==> src/rtl/vigna_bus_arbiter.sv <==
// vigna_bus_arbiter
//   Shares one downstream memory bus (m_*) between the vigna core's
//   instruction-fetch port (i_*) and data port (d_*). One transaction is in
//   flight at a time. Simultaneous requests are resolved by alternating
//   priority: the port not granted last wins, and after reset that is D.
//   Every transaction walks IDLE -> GNT_x -> DONE, so it occupies at least 3
//   cycles. The one-cycle DONE state gives the requester time to drop its
//   valid before the next arbitration.
//
// Optional feature macro: VIGNA_ARB_TIMEOUT_EN
//   When defined, a transaction that sees TIMEOUT_CYCLES grant cycles without
//   m_ready is aborted. The requester gets a ready pulse with zero data, and
//   the sticky bus_err flag is set. When not defined, bus_err is tied to 0
//   and the arbiter waits for m_ready indefinitely.
//
// Ports:
//   clk, reset              clock; asynchronous active-high reset
//   i_valid/i_addr          fetch request (held until i_ready)
//   i_ready/i_rdata         fetch completion pulse and data (data held after)
//   d_valid/d_addr/d_wdata  data request; d_wstrb == 0 means read
//   d_wstrb
//   d_ready/d_rdata         data completion pulse and data (data held after)
//   m_valid/m_addr/m_wdata  registered downstream request, stable while valid
//   m_wstrb
//   m_ready/m_rdata         downstream completion and read data
//   bus_err                 sticky timeout flag
module vigna_bus_arbiter #(
  parameter int unsigned TIMEOUT_CYCLES = 255
) (
  input  logic        clk,
  input  logic        reset,
  input  logic        i_valid,
  output logic        i_ready,
  input  logic [31:0] i_addr,
  output logic [31:0] i_rdata,
  input  logic        d_valid,
  output logic        d_ready,
  input  logic [31:0] d_addr,
  input  logic [31:0] d_wdata,
  input  logic [3:0]  d_wstrb,
  output logic [31:0] d_rdata,
  output logic        m_valid,
  input  logic        m_ready,
  output logic [31:0] m_addr,
  output logic [31:0] m_wdata,
  output logic [3:0]  m_wstrb,
  input  logic [31:0] m_rdata,
  output logic        bus_err
);

  if (TIMEOUT_CYCLES == 0 || TIMEOUT_CYCLES > 65535) begin : g_bad_timeout
    $error("vigna_bus_arbiter: TIMEOUT_CYCLES must be in 1..65535");
  end

  typedef enum logic [1:0] {
    IDLE  = 2'd0,
    GNT_I = 2'd1,
    GNT_D = 2'd2,
    DONE  = 2'd3
  } state_t;

  state_t      state_reg, state_next;
  logic        last_d_reg, last_d_next;   // 1: D was granted last, 0: I
  logic        m_valid_reg, m_valid_next;
  logic [31:0] m_addr_reg, m_addr_next;
  logic [31:0] m_wdata_reg, m_wdata_next;
  logic [3:0]  m_wstrb_reg, m_wstrb_next;
  logic        i_ready_reg, i_ready_next;
  logic        d_ready_reg, d_ready_next;
  logic [31:0] i_rdata_reg, i_rdata_next;
  logic [31:0] d_rdata_reg, d_rdata_next;

  logic grant_i, grant_d, in_gnt, complete, abort;

  // D wins a tie unless it was the last port served.
  assign grant_d  = (state_reg == IDLE) && d_valid && (!i_valid || !last_d_reg);
  assign grant_i  = (state_reg == IDLE) && i_valid && (!d_valid ||  last_d_reg);
  assign in_gnt   = (state_reg == GNT_I) || (state_reg == GNT_D);
  assign complete = in_gnt && m_ready;

`ifdef VIGNA_ARB_TIMEOUT_EN
  logic [15:0] wait_cnt_reg, wait_cnt_next;
  logic        bus_err_reg, bus_err_next;
  logic [16:0] wait_cnt_inc;

  // Abort on the grant cycle that would bring the wait count up to the
  // limit; m_ready on that same cycle still wins because abort needs !m_ready.
  assign wait_cnt_inc = {1'b0, wait_cnt_reg} + 17'd1;
  assign abort        = in_gnt && !m_ready && (wait_cnt_inc == 17'(TIMEOUT_CYCLES));
  assign bus_err      = bus_err_reg;
`else
  assign abort   = 1'b0;
  assign bus_err = 1'b0;
`endif

  // State and datapath registers.
  always_ff @(posedge clk or posedge reset) begin
    if (reset) begin
      state_reg    <= IDLE;
      last_d_reg   <= 1'b0;
      m_valid_reg  <= 1'b0;
      m_addr_reg   <= '0;
      m_wdata_reg  <= '0;
      m_wstrb_reg  <= '0;
      i_ready_reg  <= 1'b0;
      d_ready_reg  <= 1'b0;
      i_rdata_reg  <= '0;
      d_rdata_reg  <= '0;
`ifdef VIGNA_ARB_TIMEOUT_EN
      wait_cnt_reg <= '0;
      bus_err_reg  <= 1'b0;
`endif
    end else begin
      state_reg    <= state_next;
      last_d_reg   <= last_d_next;
      m_valid_reg  <= m_valid_next;
      m_addr_reg   <= m_addr_next;
      m_wdata_reg  <= m_wdata_next;
      m_wstrb_reg  <= m_wstrb_next;
      i_ready_reg  <= i_ready_next;
      d_ready_reg  <= d_ready_next;
      i_rdata_reg  <= i_rdata_next;
      d_rdata_reg  <= d_rdata_next;
`ifdef VIGNA_ARB_TIMEOUT_EN
      wait_cnt_reg <= wait_cnt_next;
      bus_err_reg  <= bus_err_next;
`endif
    end
  end

  // Next-state logic.
  always_comb begin
    state_next = state_reg;
    case (state_reg)
      IDLE: begin
        if (grant_d) begin
          state_next = GNT_D;
        end else if (grant_i) begin
          state_next = GNT_I;
        end
      end
      GNT_I, GNT_D: begin
        if (complete || abort) begin
          state_next = DONE;
        end
      end
      DONE:    state_next = IDLE;
      default: state_next = IDLE;
    endcase
  end

  // Output / datapath next values. Everything not explicitly updated holds,
  // which keeps m_* stable for the whole grant and rdata stable afterwards.
  always_comb begin
    last_d_next  = last_d_reg;
    m_valid_next = m_valid_reg;
    m_addr_next  = m_addr_reg;
    m_wdata_next = m_wdata_reg;
    m_wstrb_next = m_wstrb_reg;
    i_ready_next = 1'b0;
    d_ready_next = 1'b0;
    i_rdata_next = i_rdata_reg;
    d_rdata_next = d_rdata_reg;
`ifdef VIGNA_ARB_TIMEOUT_EN
    wait_cnt_next = wait_cnt_reg;
    bus_err_next  = bus_err_reg;
`endif

    if (grant_d) begin
      m_valid_next = 1'b1;
      m_addr_next  = d_addr;
      m_wdata_next = d_wdata;
      m_wstrb_next = d_wstrb;
    end else if (grant_i) begin
      m_valid_next = 1'b1;
      m_addr_next  = i_addr;
      m_wdata_next = '0;
      m_wstrb_next = '0;
    end

    if (complete || abort) begin
      m_valid_next = 1'b0;
      last_d_next  = (state_reg == GNT_D);
      if (state_reg == GNT_D) begin
        d_ready_next = 1'b1;
        d_rdata_next = abort ? 32'h0000_0000 : m_rdata;
      end else begin
        i_ready_next = 1'b1;
        i_rdata_next = abort ? 32'h0000_0000 : m_rdata;
      end
    end

`ifdef VIGNA_ARB_TIMEOUT_EN
    if (grant_i || grant_d) begin
      wait_cnt_next = '0;
    end else if (in_gnt && !m_ready) begin
      wait_cnt_next = wait_cnt_inc[15:0];
    end
    if (abort) begin
      bus_err_next = 1'b1;
    end
`endif
  end

  assign m_valid = m_valid_reg;
  assign m_addr  = m_addr_reg;
  assign m_wdata = m_wdata_reg;
  assign m_wstrb = m_wstrb_reg;
  assign i_ready = i_ready_reg;
  assign d_ready = d_ready_reg;
  assign i_rdata = i_rdata_reg;
  assign d_rdata = d_rdata_reg;

endmodule

==> config.mk <==
export PLATFORM = sky130hd
export DESIGN_NAME = vigna_bus_arbiter
export DESIGN_NICKNAME = d
export VERILOG_FILES = /design/src/rtl/vigna_bus_arbiter.sv
export SDC_FILE = /design/constraint.sdc
export NUM_CORES = 1
export LEC_CHECK = 0
export CAP_MARGIN = 15
export CORE_AREA = 5 5 158 160
export CTS_CLUSTER_DIAMETER = 50
export DETAILED_ROUTE_END_ITERATION = 8
export DIE_AREA = 0 0 163 165
export PLACE_DENSITY = 0.52
export SETUP_SLACK_MARGIN = 0.05
export SKIP_CTS_REPAIR_TIMING = 1
export SLEW_MARGIN = 40
export SYNTH_ARGS = -nofsm -noshare
export SYNTH_HDL_FRONTEND = slang
export SYNTH_SLANG_ARGS = --single-unit
==> constraint.sdc <==
create_clock -name clk -period 13 [get_ports clk]
set_input_delay 2.6 -clock clk [delete_from_list [all_inputs] [get_ports clk]]
set_output_delay 2.6 -clock clk [all_outputs]
set_load 0.005 [all_outputs]
==> results of run 1 <==
[stage by stage]
stage | total power, mW | hold slack (ns)
3_3_place_gp | 1.71 | 0.487
4_1_cts | 2.27 | 0.506
6_report | 2.24 | 0.499
2_1_floorplan | 1.18 | 0.459
3_5_place_dp | 1.73 | 0.484
5_1_grt | 2.38 | 0.517
[cell type report]
type / instances / area (um2) / area share
tap: 319 / 399 / 0.0426
inverter: 8 / 42.5 / 0.00454
sequential: 138 / 3450 / 0.368
clock inverter: 15 / 213 / 0.0227
multi-input combinational: 252 / 2050 / 0.219
timing repair buffer: 279 / 2800 / 0.298
clock buffer: 17 / 425 / 0.0454
[worst min-delay path by stage]
stage                                    endpoint  cells past startpoint
after global routing      d_rdata[19]$_DFFE_PP0P_                      1
after global placement    d_rdata[12]$_DFFE_PP0P_                      1
after detailed placement      m_valid$_DFFE_PP0P_                      1
after floorplan            last_d_reg$_DFFE_PP0P_                      2
final                         m_valid$_DFFE_PP0P_                      1
after CTS                     m_valid$_DFFE_PP0P_                      1
[power by group through the flow]
stage | Clock [mW] | Sequential [mW] | Combinational, mW
after floorplan | 0 | 0.755 | 0.429
after global placement | 0 | 0.743 | 0.966
after detailed placement | 0 | 0.750 | 0.982
after CTS | 0.541 | 0.746 | 0.987
after global routing | 0.560 | 0.771 | 1.05
final | 0.525 | 0.743 | 0.970
[routing by layer]
metal	vias up	routed length, um	track usage
li1	2165	-	-
met1	2298	8030	0.173
met2	233	8720	0.209
met3	30	1590	0.0459
met4	0	479	0.0538
met5	-	0	0
[layout by cell type, fill, tap and decap left out, drive strengths merged]
master         Yosys  layout
buf               16       8
nor2              34      34
a31oi             32      32
mux2i              1       1
or2                2       2
clkinv             0       4
nand3              1       1
clkinvlp           0       2
nor2b              1       1
clkbuf            25      17
o21ai             33      33
nand2              4       4
a22o              36      36
inv                8      13
nand2b             1       1
o31ai              2       2
o2111ai           32      32
o21a               2       2
conb               1       1
a21oi              1       1
and2               1       1
bufinv             0       4
ha                 3       3
dfrtp            138     138
mux2              65      65
clkdlybuf4s50      0     271
[logic make-up (layout without fill, tap and decap cells)]
group                    Yosys count  in the layout  synth area share
buffers and inverters             49            319            0.0446
other                              1              1          0.000652
AND/OR/NAND/NOR                   44             44            0.0328
flip-flops                       138            138             0.600
AO/OA/AOI/OAI                    138            138             0.174
multiplexers                      66             66             0.141
adder cells (fa/ha/maj)            3              3           0.00653
==> metrics.cfg, run 1 <==
[routing]
dr.pass1.iters = 4
drc_errors = 0
drtIter0Drc = 203
ant_nets = 0
viasPerCell = 4.60
dr_total_vias = 4726
routed_wl_mm = 18.8
wl_per_cell_um = 18.3

[yosys]
synthesis.area_um2 = 5750
synth_top_area_frac = 0.600
synth.net_count = 579
yosys.area.top_type = dfrtp_1
yosys-top-cells-count = 138 x dfrtp_1, 46 x mux2_2, 36 x a22o_1
synth_area_per_cell_um2 = 13.1
synth_cell_types = 32
synth_cells = 439
ys.flop_type = dfrtp_1
synth.area.top_cells = dfrtp_1 60%, mux2_2 9.0%, a22o_1 5.5%
yosysWarnings = 0
synth_edf_count = 0
synth.most_common_cell = dfrtp_1
ys_ff_latch = 138
seq_area_frac_synth = 0.600
async_reset_ff_frac = 1.00

[final_layout]
final_layout_size_suffix_gt1_frac = 0.161
area_growth_pct = 63.0
fin_area_um2 = 9380
post-route-util = 0.403
layoutNonFillerInstCount = 1028
nFillCells = 2232
diodes = 0
nNetsFinal = 836

[grt]
grt_max_degree = 78
first_global_vias = 4897
grt_overflow = 0
antenna_found_initial = 0
grt_pass1_wl_mm = 28.2
grt_usage = 0.135

[setup_path]
startpoint = i_valid
max_stage_delay_ns = 0.64
crit_path_max_fanout = 35
endpoint_kind = register
critical_path_buf_inv_count = 3
crit_slowest_cell = clkdlybuf4s50_1
crit_arrival_ns = 4.34
cp_data_required_time_ns = 13.29
cp-start-kind = input port
timing.rr.start = state_reg[1]$_DFFE_PP0P_
worstPathCellList = clkdlybuf4s50_1 -> and2_1 -> buf_4 -> nor2_4 -> buf_16 -> a22o_1
critical_path_class = input port to register
r2r_cells = 6
rrSetupSlack_ns = 10.92
worst-path-stages = 6
crit_path_end = m_wstrb[3]$_DFFE_PP0P_
cp_top_family = buffers and inverters
r2r-end = i_rdata[19]$_DFFE_PP0P_

[placed_design]
placed_cell_area_um2 = 8710
placed_cells = 995
pre_cts_ws_ns = 8.30
numPortBuffers = 271
place_hpwl_mm = 13.2
globalplace.congestion = 0.833

[outcome]
status = finished, final reports clean

[sta]
fmax_mhz = 247
slew_headroom = 0.526
rsz0062_at_grt = no
worst_pin_slew_ns = 0.710
finClkSkew_ns = 0.0106
finalCriticalPeriod_ns = 4.05
finalMaxSlewViolations = 0
report.final.hold_viol_count = 0
fin_crit_sh = 0.311
tns_ns = 0
finalWorstSetupSlack_ns = 8.95
setup_viol = 0

[cts]
clkTransAtPathRegs_ns = 0.06
tritoncts = done
clock_path_buffers = 2
clockRootBuffer = clkbuf_16
numCtsBuffers = 17
clk_latency_ns = 0.42
cts_sinks = 138
htreeDepth = 4

[power_and_ir_drop]
p_leak_nw = 3.80
swShare = 0.302
peakVddDrop_v = 0.0000765
p_sw_mw = 0.675
combinationalPowerShare = 0.433
power_frac_seq = 0.332
internal_power_mw = 1.56
powerDensity_nw_per_um2 = 239
clkPwrFrac = 0.234

[floorplanning]
fp.dieW_um = 163
io_pins = 273
die_y_um = 165
dieArea_um2 = 26900
coreArea_um2 = 23300
start_util = 0.247
row_count = 56

[worst_hold_path]
min_from = m_valid$_DFFE_PP0P_
hp-class = register to register

[job]
drv_cap = 0

Power figures use the tool's default switching activity.
==> inputs of run 2 (changes only) <==
PLACE_DENSITY = 0.54   (was 0.52)
clock period = 3.7 ns   (was 13 ns; I/O delays follow)
==> run 2 against run 1 <==
  * Sequential cell count stayed put
  * Design area is 1.1% higher
  * Clock skew is 0.0010 ns lower
  * Utilization is 0.44 points higher
  * Sequential power grew to 3.5 times the previous value
  * Non-clock buffer count is 3 higher
  * Clock-buffer cell count is 2 higher
  * Clock power grew to 3.8 times the previous value
==> metrics.cfg, run 2 (synthesis gave the netlist of run 1 again) <==
[cts]
clock_path_buffers = 2  ; unchanged
numCtsBuffers = 17  ; unchanged
clk_latency_ns = 0.41  ; about the same
clkTransAtPathRegs_ns = 0.06  ; about the same
cts_sinks = 138  ; unchanged
tritoncts = done
clockRootBuffer = clkbuf_16
htreeDepth = 4  ; unchanged

[setup_path]
crit_path_end = m_wdata[30]$_DFFE_PP0P_
endpoint_kind = register
crit_path_max_fanout = 36  ; +2.9%
critical_path_class = register to register
r2r-end = m_wdata[30]$_DFFE_PP0P_
cp_data_required_time_ns = 4.04  ; -9.25 ns
crit_arrival_ns = 2.74  ; -1.60 ns
timing.rr.start = state_reg[0]$_DFFE_PP0P_
cp-start-kind = register
r2r_cells = 7  ; +1
startpoint = state_reg[0]$_DFFE_PP0P_
rrSetupSlack_ns = 1.30  ; -9.62 ns

[routing]
wl_per_cell_um = 18.0  ; -1.4%
dr.pass1.iters = 5  ; +1
viasPerCell = 4.58  ; -0.46%
ant_nets = 0  ; unchanged
drc_errors = 0  ; unchanged
routed_wl_mm = 18.6  ; -1.1%
dr_total_vias = 4718  ; -0.17%
drtIter0Drc = 206  ; +1.5%

[power_and_ir_drop]
powerDensity_nw_per_um2 = 849  ; +260%
p_leak_nw = 3.85  ; +1.2%
peakVddDrop_v = 0.000257  ; +240%

[worst_hold_path]
min_path_cells = 1  ; unchanged
hp-class = register to register

[outcome]
status = finished, final reports clean

[job]
drv_cap = 0  ; unchanged

[floorplanning]
start_util = 0.247  ; unchanged
die_y_um = 165  ; unchanged
dieArea_um2 = 26900  ; unchanged
row_count = 56  ; unchanged
coreArea_um2 = 23300  ; unchanged
fp.dieW_um = 163  ; unchanged
io_pins = 273  ; unchanged

[final_layout]
layout_commonest_cell = clkdlybuf4s50_1
area_growth_pct = 64.8
nNetsFinal = 839  ; +0.36%
multi_input_area_um2 = 2050  ; unchanged
diodes = 0  ; unchanged
regArea_um2 = 3450  ; unchanged
mostFrequentLayoutCells = 271 x clkdlybuf4s50_1, 138 x dfrtp_1, 46 x mux2_2
nFillCells = 2175  ; -2.6%
post-route-util = 0.408  ; +0.00436
final_layout_size_suffix_gt1_frac = 0.164  ; +0.00354

[placed_design]
place_hpwl_mm = 13.6  ; +3.0%
globalplace.congestion = 0.787  ; -5.5%
numPortBuffers = 271  ; unchanged

[sta]
tns_ns = 0  ; unchanged
slew_headroom = 0.566  ; +0.0400
fmax_mhz = 417
worst_pin_slew_ns = 0.649  ; -0.0614 ns
report.final.hold_viol_count = 0  ; unchanged
rsz0062_at_grt = no
fin_crit_sh = 0.648
timing.hold.ws_ns = 0.502  ; +0.00307 ns
finClkSkew_ns = 0.00956  ; -0.00101 ns
setup_viol = 0  ; unchanged
finalMaxSlewViolations = 0  ; unchanged
finalCriticalPeriod_ns = 2.40

[grt]
grt_max_degree = 74  ; -5.1%
grt_usage = 0.137  ; +0.00202
first_global_vias = 5137  ; +4.9%
grt_pass1_wl_mm = 29.0  ; +2.9%
antenna_found_initial = 0  ; unchanged
grt_overflow = 0  ; unchanged

==> run 2: cell count changes in the layout (fill, tap and decap cells not counted), sizes merged <==
cell,change
buf,+3
bufinv,+3
clkbuf,+2
clkinv,-2
inv,-3
==> run 2: layout make-up <==
class | instances | area share
inverters | 8 | 0.00435
multi-input cells | 252 | 0.216
clock inverters | 13 | 0.0278
well taps | 319 | 0.0421
clock buffers | 19 | 0.0457
flip-flops and latches | 138 | 0.364
repair buffers | 282 | 0.300
==> run 2: critical path, cell delays in order, from the launching register on <==
cell	delay, ns
dfrtp_1	0.35
inv_1	0.12
ha_1	0.17
buf_4	0.37
nand2_1	0.46
nor2_4	0.48
buf_16	0.21
a22o_1	0.15
==> run 2: worst min-delay path by stage <==
| stage | start | endpoint |
|---|---|---|
| after floorplan | last_d_reg$_DFFE_PP0P_ | last_d_reg$_DFFE_PP0P_ |
| after global placement | m_valid$_DFFE_PP0P_ | m_valid$_DFFE_PP0P_ |
| after detailed placement | m_wdata[20]$_DFFE_PP0P_ | m_wdata[20]$_DFFE_PP0P_ |
| after CTS | d_rdata[12]$_DFFE_PP0P_ | d_rdata[12]$_DFFE_PP0P_ |
| after global routing | d_rdata[23]$_DFFE_PP0P_ | d_rdata[23]$_DFFE_PP0P_ |
| final | d_rdata[18]$_DFFE_PP0P_ | d_rdata[18]$_DFFE_PP0P_ |
==> run 2: through the flow <==
| stage | instance area (um2) | std cells | power, mW | setup WS (ns) |
|---|---|---|---|---|
| detailed placement | 8760 | 998 | 6.09 | 0.958 |
| global route | 9480 | 1031 | 8.54 | 1.13 |
| global placement | 8760 | 998 | 6.01 | 0.927 |
| CTS | 9450 | 1030 | 8.16 | 1.09 |
| finish | 9480 | 1031 | 8.05 | 1.30 |
| floorplan | 5760 | 439 | 4.16 | 1.24 |
==> run 2: metal layers <==
metal  part of all wire  GRT usage
met1               0.43      0.177
met4              0.021     0.0450
met2               0.46      0.215
met3              0.083     0.0477
met5                  0          0
==> run 2: power by group <==
part	total [mW]	switching [mW]	internal [mW]	leakage [nW]
Clock	2.01	0.663	1.34	0.334
Sequential	2.63	0.398	2.23	1.66
Combinational	3.41	1.27	2.14	1.85
Total	8.05	2.34	5.71	3.85
==> inputs of run 3 (changes only) <==
clock period = 2 ns   (was 3.7 ns; I/O delays follow)
==> run 3 against run 2 <==
  * Non-clock buffer count up 13
  * Via count grew 2.5%
  * Clock-buffer cell count fell by 1
  * Cell count increased by 1.2%
  * Clock power grew 62%
  * Design area up 0.86%
  * Hold slack lost 0.062 ns
  * Register-to-register slack worse by 1.2 ns
  * Sequential share of layout area down 0.31 points
  * Power increased by 82%
==> metrics.cfg, run 3 (synthesis gave the netlist of run 1 again) <==
[outcome]
status = finished, final reports clean

[sta]
finClkSkew_ns = 0.00763  ; -0.00194 ns
fmax_mhz = 540  ; +29%
finalMaxSlewViolations = 0  ; unchanged
timing.hold.ws_ns = 0.440  ; -0.0624 ns
tns_ns = 0  ; unchanged
report.final.hold_viol_count = 0  ; unchanged
setup_viol = 0  ; unchanged
slew_headroom = 0.620  ; +0.0533
worst_pin_slew_ns = 0.570  ; -0.0786 ns
rsz0062_at_grt = no
finalWorstSetupSlack_ns = 0.148  ; -1.16 ns
fin_crit_sh = 0.926  ; +0.278
finalCriticalPeriod_ns = 1.85  ; -0.544 ns

[power_and_ir_drop]
power_frac_seq = 0.333  ; +0.006
power_mw = 14.7  ; +82%
p_sw_mw = 4.43  ; +90%
p_leak_nw = 3.89  ; +1.3%
combinationalPowerShare = 0.446  ; +0.022
powerDensity_nw_per_um2 = 1530  ; +81%
clkPwrFrac = 0.221  ; -0.028
swShare = 0.302  ; +0.0115
peakVddDrop_v = 0.000502  ; +96%
internal_power_mw = 10.2  ; +79%

[setup_path]
cp_data_required_time_ns = 2.30  ; -1.74 ns
endpoint_kind = register
max_stage_delay_ns = 0.37  ; -0.11 ns
worstPathCellList = inv_1 -> ha_2 -> nand2_2 -> or2_1 -> clkinv_8 -> mux2_2
critical_path_class = register to register
critical_path_buf_inv_count = 2  ; -1
cp-start-kind = register
r2r-end = i_rdata[21]$_DFFE_PP0P_
cp_top_family = flip-flops
r2r_cells = 6  ; -1
crit_arrival_ns = 2.15  ; -0.59 ns
crit_path_max_fanout = 28  ; -22%
crit_slowest_cell = dfrtp_1
timing.rr.start = state_reg[1]$_DFFE_PP0P_
rrSetupSlack_ns = 0.15  ; -1.16 ns

[routing]
drc_errors = 0  ; unchanged
dr_total_vias = 4835  ; +2.5%
viasPerCell = 4.64  ; +1.3%
routed_wl_mm = 18.9  ; +1.4%
drtIter0Drc = 196  ; -4.9%
dr.pass1.iters = 4  ; -1
met3_length_mm = 1.51  ; -2.3%
wl_per_cell_um = 18.1  ; +0.20%
ant_nets = 0  ; unchanged
met2_length_mm = 8.72  ; +1.7%
wirelength_met1_mm = 8.21  ; +1.6%
routed.top_layer = met4

[grt]
first_global_vias = 5124  ; -0.25%
grt_pass1_wl_mm = 29.2  ; +0.76%
grt_max_degree = 52  ; -30%
grt_usage = 0.138  ; +0.000935
grt_overflow = 0  ; unchanged
antenna_found_initial = 0  ; unchanged

[worst_hold_path]
hp-class = input port to asynchronous set/reset pin

[placed_design]
numPortBuffers = 271  ; unchanged
globalplace.congestion = 0.850  ; +7.9%
pre_cts_ws_ns = -0.193  ; -1.15 ns
place_hpwl_mm = 14.0  ; +2.7%

[cts]
htreeDepth = 4  ; unchanged
numCtsBuffers = 17  ; unchanged
clkTransAtPathRegs_ns = 0.06  ; about the same
cts_sinks = 138  ; unchanged
clk_latency_ns = 0.41  ; about the same
clockRootBuffer = clkbuf_16
tritoncts = done
clock_path_buffers = 2  ; unchanged

[final_layout]
post-route-util = 0.411  ; +0.00350
area_growth_pct = 66.2
nNetsFinal = 852  ; +1.5%
mostFrequentLayoutCells = 271 x clkdlybuf4s50_1, 138 x dfrtp_1, 46 x mux2_2
diodes = 0  ; unchanged
final_layout_size_suffix_gt1_frac = 0.177  ; +0.0125
layout_commonest_cell = clkdlybuf4s50_1

[floorplanning]
coreArea_um2 = 23300  ; unchanged
row_count = 56  ; unchanged
start_util = 0.247  ; unchanged
die_y_um = 165  ; unchanged
fp.dieW_um = 163  ; unchanged
io_pins = 273  ; unchanged
dieArea_um2 = 26900  ; unchanged

[job]
drv_cap = 0  ; unchanged

-- run 3: worst register-to-register path: stages, from the launching register on --
cell      delay [ns]
dfrtp_1         0.37
inv_1           0.08
ha_2            0.36
nand2_2         0.06
or2_1           0.29
clkinv_8        0.20
mux2_2          0.37
-- run 3: final cells by class --
cell class	instances	area, um2
Tap cell	319	399
Multi-Input combinational cell	252	2050
Clock inverter	13	170
Sequential cell	138	3450
Fill cell	2202	13700
Timing Repair Buffer	295	3010
Inverter	8	46.3
Clock buffer	18	429
-- run 3: metrics by stage --
step | instances | cell area [um2]
2_1_floorplan | 439 | 5760
3_3_place_gp | 1011 | 8920
3_5_place_dp | 1011 | 8920
4_1_cts | 1042 | 9520
5_1_grt | 1043 | 9560
6_report | 1043 | 9560
-- run 3: how the worst max path moves through the flow --
stage	startpoint	endpoint	slack, ns	cells past startpoint
after floorplan	reset	d_rdata[0]$_DFFE_PP0P_	-0.12	1
after global placement	d_valid	m_wdata[23]$_DFFE_PP0P_	-0.1	5
after detailed placement	d_valid	m_wdata[20]$_DFFE_PP0P_	-0.19	5
after CTS	state_reg[0]$_DFFE_PP0P_	m_wdata[9]$_DFFE_PP0P_	-0.07	6
after global routing	state_reg[1]$_DFFE_PP0P_	i_rdata[21]$_DFFE_PP0P_	0.06	6
final	state_reg[1]$_DFFE_PP0P_	i_rdata[21]$_DFFE_PP0P_	0.15	6
-- run 3: metal layers --
metal,vias up,GRT usage
met5,-,0
met3,27,0.0372
met2,236,0.214
met1,2381,0.184
met4,0,0.0534
li1,2191,-
-- run 3: power by group through the flow --
stage               clock network, mW  logic (mW)  registers (mW)
global placement                    0        6.46            4.87
global route                     3.49        7.05            5.05
finish                           3.25        6.55            4.88
detailed placement                  0        6.56            4.91
floorplan                           0        2.79            4.90
CTS                              3.35        6.58            4.90
